$ cat src/rtl/pixel_pkg.sv
// Shared pixel-buffer parameters and loader state encoding.
// Used by the frame loader and by the window reader.
package pixel_pkg;

  localparam int DATA_W = 8;
  localparam int IMG_W  = 64;
  localparam int IMG_H  = 64;
  localparam int PAD    = 1;
  localparam int AW     = 7;

  typedef enum logic [1:0] {
    IDLE = 2'd0,
    LOAD = 2'd1,
    DONE = 2'd2
  } loader_state_t;

endpackage

$ cat src/rtl/raster_counter.sv
// Row/column raster scan counter over a ROWS x COLS grid.
// Has a synchronous clear, an advance enable and a last-cell flag.
module raster_counter #(
  parameter int AW   = 7,
  parameter int ROWS = 66,
  parameter int COLS = 66
) (
  input  logic          clk,
  input  logic          rst_n,
  input  logic          clr,
  input  logic          en,
  output logic [AW-1:0] row,
  output logic [AW-1:0] col,
  output logic          last
);

  localparam logic [AW-1:0] ROW_MAX = AW'(ROWS - 1);
  localparam logic [AW-1:0] COL_MAX = AW'(COLS - 1);

  assign last = (row == ROW_MAX) && (col == COL_MAX);

  always_ff @(posedge clk) begin
    if (!rst_n || clr) begin
      row <= '0;
      col <= '0;
    end else if (en) begin
      if (col == COL_MAX) begin
        col <= '0;
        // Wrapping past the final cell returns to the origin rather than overflowing.
        row <= last ? '0 : row + 1'b1;
      end else begin
        col <= col + 1'b1;
      end
    end
  end

endmodule

$ cat src/rtl/frame_pad_loader.sv
// Fills a zero-padded frame buffer from a raster pixel stream, one write per cycle.
// Border cells are written with zero without consuming stream pixels.
module frame_pad_loader #(
  parameter int DATA_W = pixel_pkg::DATA_W,
  parameter int IMG_W  = pixel_pkg::IMG_W,
  parameter int IMG_H  = pixel_pkg::IMG_H,
  parameter int PAD    = pixel_pkg::PAD,
  parameter int AW     = pixel_pkg::AW
) (
  input  logic              clk,
  input  logic              rst_n,
  input  logic              start,
  input  logic              in_valid,
  output logic              in_ready,
  input  logic [DATA_W-1:0] in_pixel,
  output logic              mem_we,
  output logic [AW-1:0]     mem_row,
  output logic [AW-1:0]     mem_col,
  output logic [DATA_W-1:0] mem_wdata,
  output logic              busy,
  output logic              frame_done
);

  import pixel_pkg::*;

  localparam int ROWS = IMG_H + 2 * PAD;
  localparam int COLS = IMG_W + 2 * PAD;

  localparam logic [AW-1:0] TOP_END     = AW'(PAD);
  localparam logic [AW-1:0] BOT_START   = AW'(IMG_H + PAD);
  localparam logic [AW-1:0] LEFT_END    = AW'(PAD);
  localparam logic [AW-1:0] RIGHT_START = AW'(IMG_W + PAD);

  loader_state_t state, state_next;

  logic [AW-1:0] row, col;
  logic          last;
  logic          cnt_clr;
  logic          advance;
  logic          border;

  raster_counter #(
    .AW  (AW),
    .ROWS(ROWS),
    .COLS(COLS)
  ) u_scan (
    .clk  (clk),
    .rst_n(rst_n),
    .clr  (cnt_clr),
    .en   (advance),
    .row  (row),
    .col  (col),
    .last (last)
  );

  assign border = (row < TOP_END) || (row >= BOT_START) ||
                  (col < LEFT_END) || (col >= RIGHT_START);

  assign busy = (state != IDLE);

  // in_ready comes only from registered state and counters, never from in_valid.
  always_comb begin
    state_next = state;
    cnt_clr    = 1'b0;
    advance    = 1'b0;
    in_ready   = 1'b0;
    case (state)
      IDLE: begin
        if (start) begin
          state_next = LOAD;
          cnt_clr    = 1'b1;
        end
      end
      LOAD: begin
        in_ready = !border;
        advance  = border || in_valid;
        if (advance && last) state_next = DONE;
      end
      DONE: state_next = IDLE;
      default: state_next = IDLE;
    endcase
  end

  always_ff @(posedge clk) begin
    if (!rst_n) begin
      state      <= IDLE;
      mem_we     <= 1'b0;
      mem_row    <= '0;
      mem_col    <= '0;
      mem_wdata  <= '0;
      frame_done <= 1'b0;
    end else begin
      state  <= state_next;
      mem_we <= advance;
      if (advance) begin
        mem_row   <= row;
        mem_col   <= col;
        mem_wdata <= border ? '0 : in_pixel;
      end
      // Registered from DONE so the pulse lands one cycle after the final write.
      frame_done <= (state == DONE);
    end
  end

endmodule

$ cat config.mk
export PLATFORM = sky130hd
export DESIGN_NAME = frame_pad_loader
export DESIGN_NICKNAME = d
export VERILOG_FILES = /design/src/rtl/pixel_pkg.sv /design/src/rtl/raster_counter.sv /design/src/rtl/frame_pad_loader.sv
export SDC_FILE = /design/constraint.sdc
export NUM_CORES = 1
export LEC_CHECK = 0
export CORE_MARGIN = 4
export CORE_UTILIZATION = 53
export CTS_BUF_LIST = sky130_fd_sc_hd__clkbuf_8
export DETAILED_ROUTE_END_ITERATION = 8
export PLACE_DENSITY = 0.83
export RECOVER_POWER = 50
export REMOVE_ABC_BUFFERS = 1
export SLEW_MARGIN = 20
export SYNTH_ARGS = -nofsm -noshare
export SYNTH_HDL_FRONTEND = slang
export SYNTH_SLANG_ARGS = --single-unit
$ cat constraint.sdc
create_clock -name clk -period 2.6 [get_ports clk]
set_input_delay 0.39 -clock clk [delete_from_list [all_inputs] [get_ports clk]]
set_output_delay 0.39 -clock clk [all_outputs]
set_load 0.02 [all_outputs]
==> results.txt <==
----------------------------------------------------
[Synth]
  Post-synthesis cell type count ... between 40 and 50
  Cell area after synthesis ... 1858 sq um
  Most frequent cell after synthesis ... sky130_fd_sc_hd__dfxtp_1
  Post-synth top area cell ... sky130_fd_sc_hd__dfxtp_1
  Simple-gate share of the synthesized area ... 0.2397
  Synth Warn # ... 0
  Cell types with the highest counts after synthesis ... sky130_fd_sc_hd__dfxtp_1, sky130_fd_sc_hd__a21oi_1, sky130_fd_sc_hd__o21ai_0, sky130_fd_sc_hd__nand3_1, sky130_fd_sc_hd__nor2_1
  Compound-gate portion of the synthesized area ... 0.2424
  Async S/R FF share, synth ... 0
  Sequential-to-total area share from yosys stat ... 0.4310
  XOR/XNOR share of the synthesized area ... 0
  Synth Register Bits ... 40
  Post-synth EDFFs ... 0
  Dominant cells by area after synthesis ... sky130_fd_sc_hd__dfxtp_1, sky130_fd_sc_hd__a21oi_1, sky130_fd_sc_hd__o21ai_0, sky130_fd_sc_hd__a32o_1, sky130_fd_sc_hd__nand3_1
  Post-synth top area share ... 0.4310
  Instance count of the mapped netlist ... 211
  Dominant combinational cell family by area after synthesis ... compound AO/OA/AOI/OAI gates
  Synthesized-area fraction occupied by adder cells ... 0.02694
  Share of cell area taken by muxes after synthesis ... 0.01145
  Mean instance size in the synthesized netlist ... 8.806 sq um
  Synth Flop Type ... sky130_fd_sc_hd__dfxtp_1

[Worst hold path]
  Cell depth of the worst hold path ... 2
  Worst min-delay path endpoint ... mem_col[4]$_SDFFE_PN0P_
  Start point of the worst min-delay path ... mem_col[4]$_SDFFE_PN0P_
  Worst hold path class ... register to register

[Clocking]
  Buffers from clock root to sink, at most ... 2
  CTS tree ... done
  Clock buffers created by TritonCTS ... 5
  Post-CTS Hold Fix Bufs ... 0
  H-Tree Depth ... 2
  Clock transition at path regs ... 0.07 ns
  Clock latency at the later pin of the worst-skew pair ... 0.30 ns
  Clock Root Buffer ... sky130_fd_sc_hd__clkbuf_8
  Clock sink total ... 40

[Worst setup path]
  Cell with the largest stage delay on the worst path ... sky130_fd_sc_hd__or4_4
  RR Endpoint ... u_scan.row[6]$_SDFFE_PP0P_
  Sort of element at the start of the critical path ... register
  Worst EP required ... 2.21 ns
  Critical path arrival ... 2.09 ns
  Largest delay share family, worst path ... simple AND/OR/NAND/NOR gates
  Largest incremental delay on the critical path ... 0.56 ns
  Reg2Reg Depth ... 6
  Maximum net fanout on the critical path ... 6
  Category of the critical setup timing path ... register to output pin
  Slack of the worst reg-to-reg path ... 0.14 ns
  Cell-by-cell trace of the critical path ... or4_4 -> buf_4 -> o31a_1 -> o22ai_2 -> nor3_1 -> buf_2
  Launching point of the worst reg2reg path ... u_scan.col[2]$_SDFFE_PP0P_
  Worst path buffer plus inverter count ... 2
  Critical Path Sink Type ... output pin
  Count of cell instances traversed by the critical path ... 6

[Global route]
  Global-route wire length before repair ... 8045 um
  Grt total ovfl ... 0
  Pin count of the biggest net entering global routing ... 24
  Met3 capacity usage during global routing ... 0.07155
  Most heavily used metal layer in global routing ... met2
  Grt met2 use ... 0.4282
  Global-route usage over all layers ... 0.2349
  Number of global-route vias before repair ... 1816
  Antenna violations before repair ... 0
  Met1 track demand over resource ... 0.2528

[Die]
  Die Width ... 67.21 um
  Die height ... 67.21 um
  Total Die Area ... 4517 sq um
  Rows ... 21
  Number of top-level design ports ... 38
  Area of the core ... roughly 3400 sq um
  Initial cell density of the core ... 0.5525

[Power]
  Total power ... 1108 uW
  Internal Pwr Total ... roughly 840 uW
  Part of the total power dissipated in the clock network ... 0.354
  IR Drop Worst-Case VDD ... 0.3926 mV
  Pleak ... 0.0009891 uW
  Power share of the sequential group ... 0.560
  Comb pwr share ... 0.086
  Psw ... 271.7 uW
  Switching share of power ... 0.2452
  Total power divided by cell area ... 448.7 nW/um^2

[STA]
  Peak clock frequency supported by timing ... approximately 400 MHz
  Final setup violation count ... 0
  Setup clock skew after layout ... ~0.0048 ns
  Count of endpoints failing hold in the final timing report ... 0
  Final critical-path share of the clock period ... 0.9536
  Worst slew slack as a fraction of its limit ... 0.6791
  Least-Margin Pin Slew ... around 0.48 ns
  Minimum period implied by the final worst setup slack ... 2.479 ns
  Max-slew violation total from the final report ... 0
  Setup repair after global routing missed its margin ... false
  Post-route worst hold slack ... 0.4712 ns

[Finish]
  Area grow syn2layout ... 32.93%
  Number of antenna cells inserted ... 0
  Proportion of layout cells with a drive suffix above 1 ... 0.1509
  Core occupancy in the finished layout ... 0.7344
  Number of nets in the layout ... 281
  Final design area excluding fillers ... 2470 sq um
  Final Instance Count excl. Fillers ... 311

[Placed design]
  I/O Buffers ... 37
  Weighted congestion reported at the end of routability-driven placement ... 0.9237
  DP HPWL ... 3546 um
  Total instance count after detailed placement ... 303
  Instance area after placement ... 2391 sq um

[Route]
  Total DRC errors in the routed layout ... 0
  Number of vias after detailed routing ... ~1900
  Avg Vias per Cell ... roughly 6.1
  Post-Route WL ... a little under 5000 um
  WL/cell ... approximately 16 um
  Antenna viol nets, final ... 0
  Count of TritonRoute iterations in the first routing pass ... 4
  Initial detailed-routing violation count ... 105

[Run]
  Count of maximum capacitance violations ... 0

[Run status]
  Outcome ... finished clean

----------------------------------------------------
## state kept, by name, summed over array words and instances (netlist names)
name        count
mem_wdata       8
mem_col         7
mem_row         7
u_scan.col      7
u_scan.row      7
state           2
frame_done      1
mem_we          1
## logic make-up after synthesis
group | count (synthesis)
AND/OR/NAND/NOR | 77
adder cells (fa/ha/maj) | 4
flip-flops | 40
buffers and inverters | 20
AO/OA/AOI/OAI | 68
multiplexers | 2
## cell type report
cell class,instances,area [sq um]
Tap cell,46,57.56
Fill cell,279,893.4
Inverter,6,22.52
Clock inverter,2,12.51
Multi-Input combinational cell,151,977.2
Clock buffer,5,68.82
Timing Repair Buffer,61,530.5
Sequential cell,40,800.8
## worst max-delay path by stage
stage | from | slack [ns] | to
2_1_floorplan | u_scan.col[2]$_SDFFE_PP0P_ | -0.28 | mem_wdata[0]$_SDFFE_PN0P_
3_3_place_gp | u_scan.col[2]$_SDFFE_PP0P_ | 0.05 | in_ready
3_5_place_dp | u_scan.col[2]$_SDFFE_PP0P_ | -0.02 | in_ready
4_1_cts | u_scan.col[2]$_SDFFE_PP0P_ | 0.04 | in_ready
5_1_grt | u_scan.col[2]$_SDFFE_PP0P_ | 0.02 | u_scan.row[6]$_SDFFE_PP0P_
6_report | u_scan.col[2]$_SDFFE_PP0P_ | 0.12 | in_ready
## worst reg2reg max path: stages, from the launching register on
cell and delay [ns]:
sky130_fd_sc_hd__dfxtp_1 0.31, sky130_fd_sc_hd__or4_4 0.56, sky130_fd_sc_hd__buf_4 0.18, sky130_fd_sc_hd__o31a_1 0.28
sky130_fd_sc_hd__o221a_4 0.36, sky130_fd_sc_hd__or4_1 0.49, sky130_fd_sc_hd__a21oi_1 0.19
## layout by cell type, fill, tap and decap left out, types with 2 or more instances in the layout
cell	count
sky130_fd_sc_hd__a21oi_1	24
sky130_fd_sc_hd__a32o_1	9
sky130_fd_sc_hd__a41oi_1	2
sky130_fd_sc_hd__and3_1	4
sky130_fd_sc_hd__buf_4	20
sky130_fd_sc_hd__clkbuf_1	4
sky130_fd_sc_hd__clkbuf_8	5
sky130_fd_sc_hd__clkdlybuf4s50_1	10
sky130_fd_sc_hd__dfxtp_1	40
sky130_fd_sc_hd__dlygate4sd3_1	26
sky130_fd_sc_hd__ha_1	4
sky130_fd_sc_hd__inv_1	6
sky130_fd_sc_hd__nand2_1	11
sky130_fd_sc_hd__nand2b_1	2
sky130_fd_sc_hd__nand3_1	18
sky130_fd_sc_hd__nand4_1	5
sky130_fd_sc_hd__nor2_1	12
sky130_fd_sc_hd__nor2b_1	2
sky130_fd_sc_hd__nor3_1	5
sky130_fd_sc_hd__nor4_1	2
sky130_fd_sc_hd__o21ai_0	21
sky130_fd_sc_hd__o31ai_1	2
sky130_fd_sc_hd__or3_1	3
sky130_fd_sc_hd__or4_1	2
## power groups by stage
stage	Sequential, uW	Combinational [uW]	Clock [uW]
2_1_floorplan	639	41.5	0
3_3_place_gp	635	92.3	0
3_5_place_dp	635	94.7	0
4_1_cts	621	96.4	400
5_1_grt	621	104	418
6_report	621	95.5	392
## what timing repair did
| action | in CTS | in global routing |
|---|---|---|
| buffers inserted | 0 | 1 |
| setup endpoints to repair | 1 | 1 |
| pin swaps | 0 | 1 |
| resized for setup | 7 | 1 |
| gates cloned | 0 | 0 |
## metrics by stage
stage	worst slack [ns]	TNS (ns)
floorplan	-0.2806	-2.729
global placement	0.04959	0
detailed placement	-0.01569	-0.01569
CTS	0.03541	0
global route	0.01951	0
finish	0.1205	0
## metal layers
layer | wire length, um | up-vias | share of wire
met4 | 53 | 0 | 0.011
met1 | 1966 | 907 | 0.40
met3 | 384 | 5 | 0.079
met5 | 0 | - | 0
met2 | 2480 | 84 | 0.51
li1 | - | 898 | -
(Power assumes the default switching activity.)
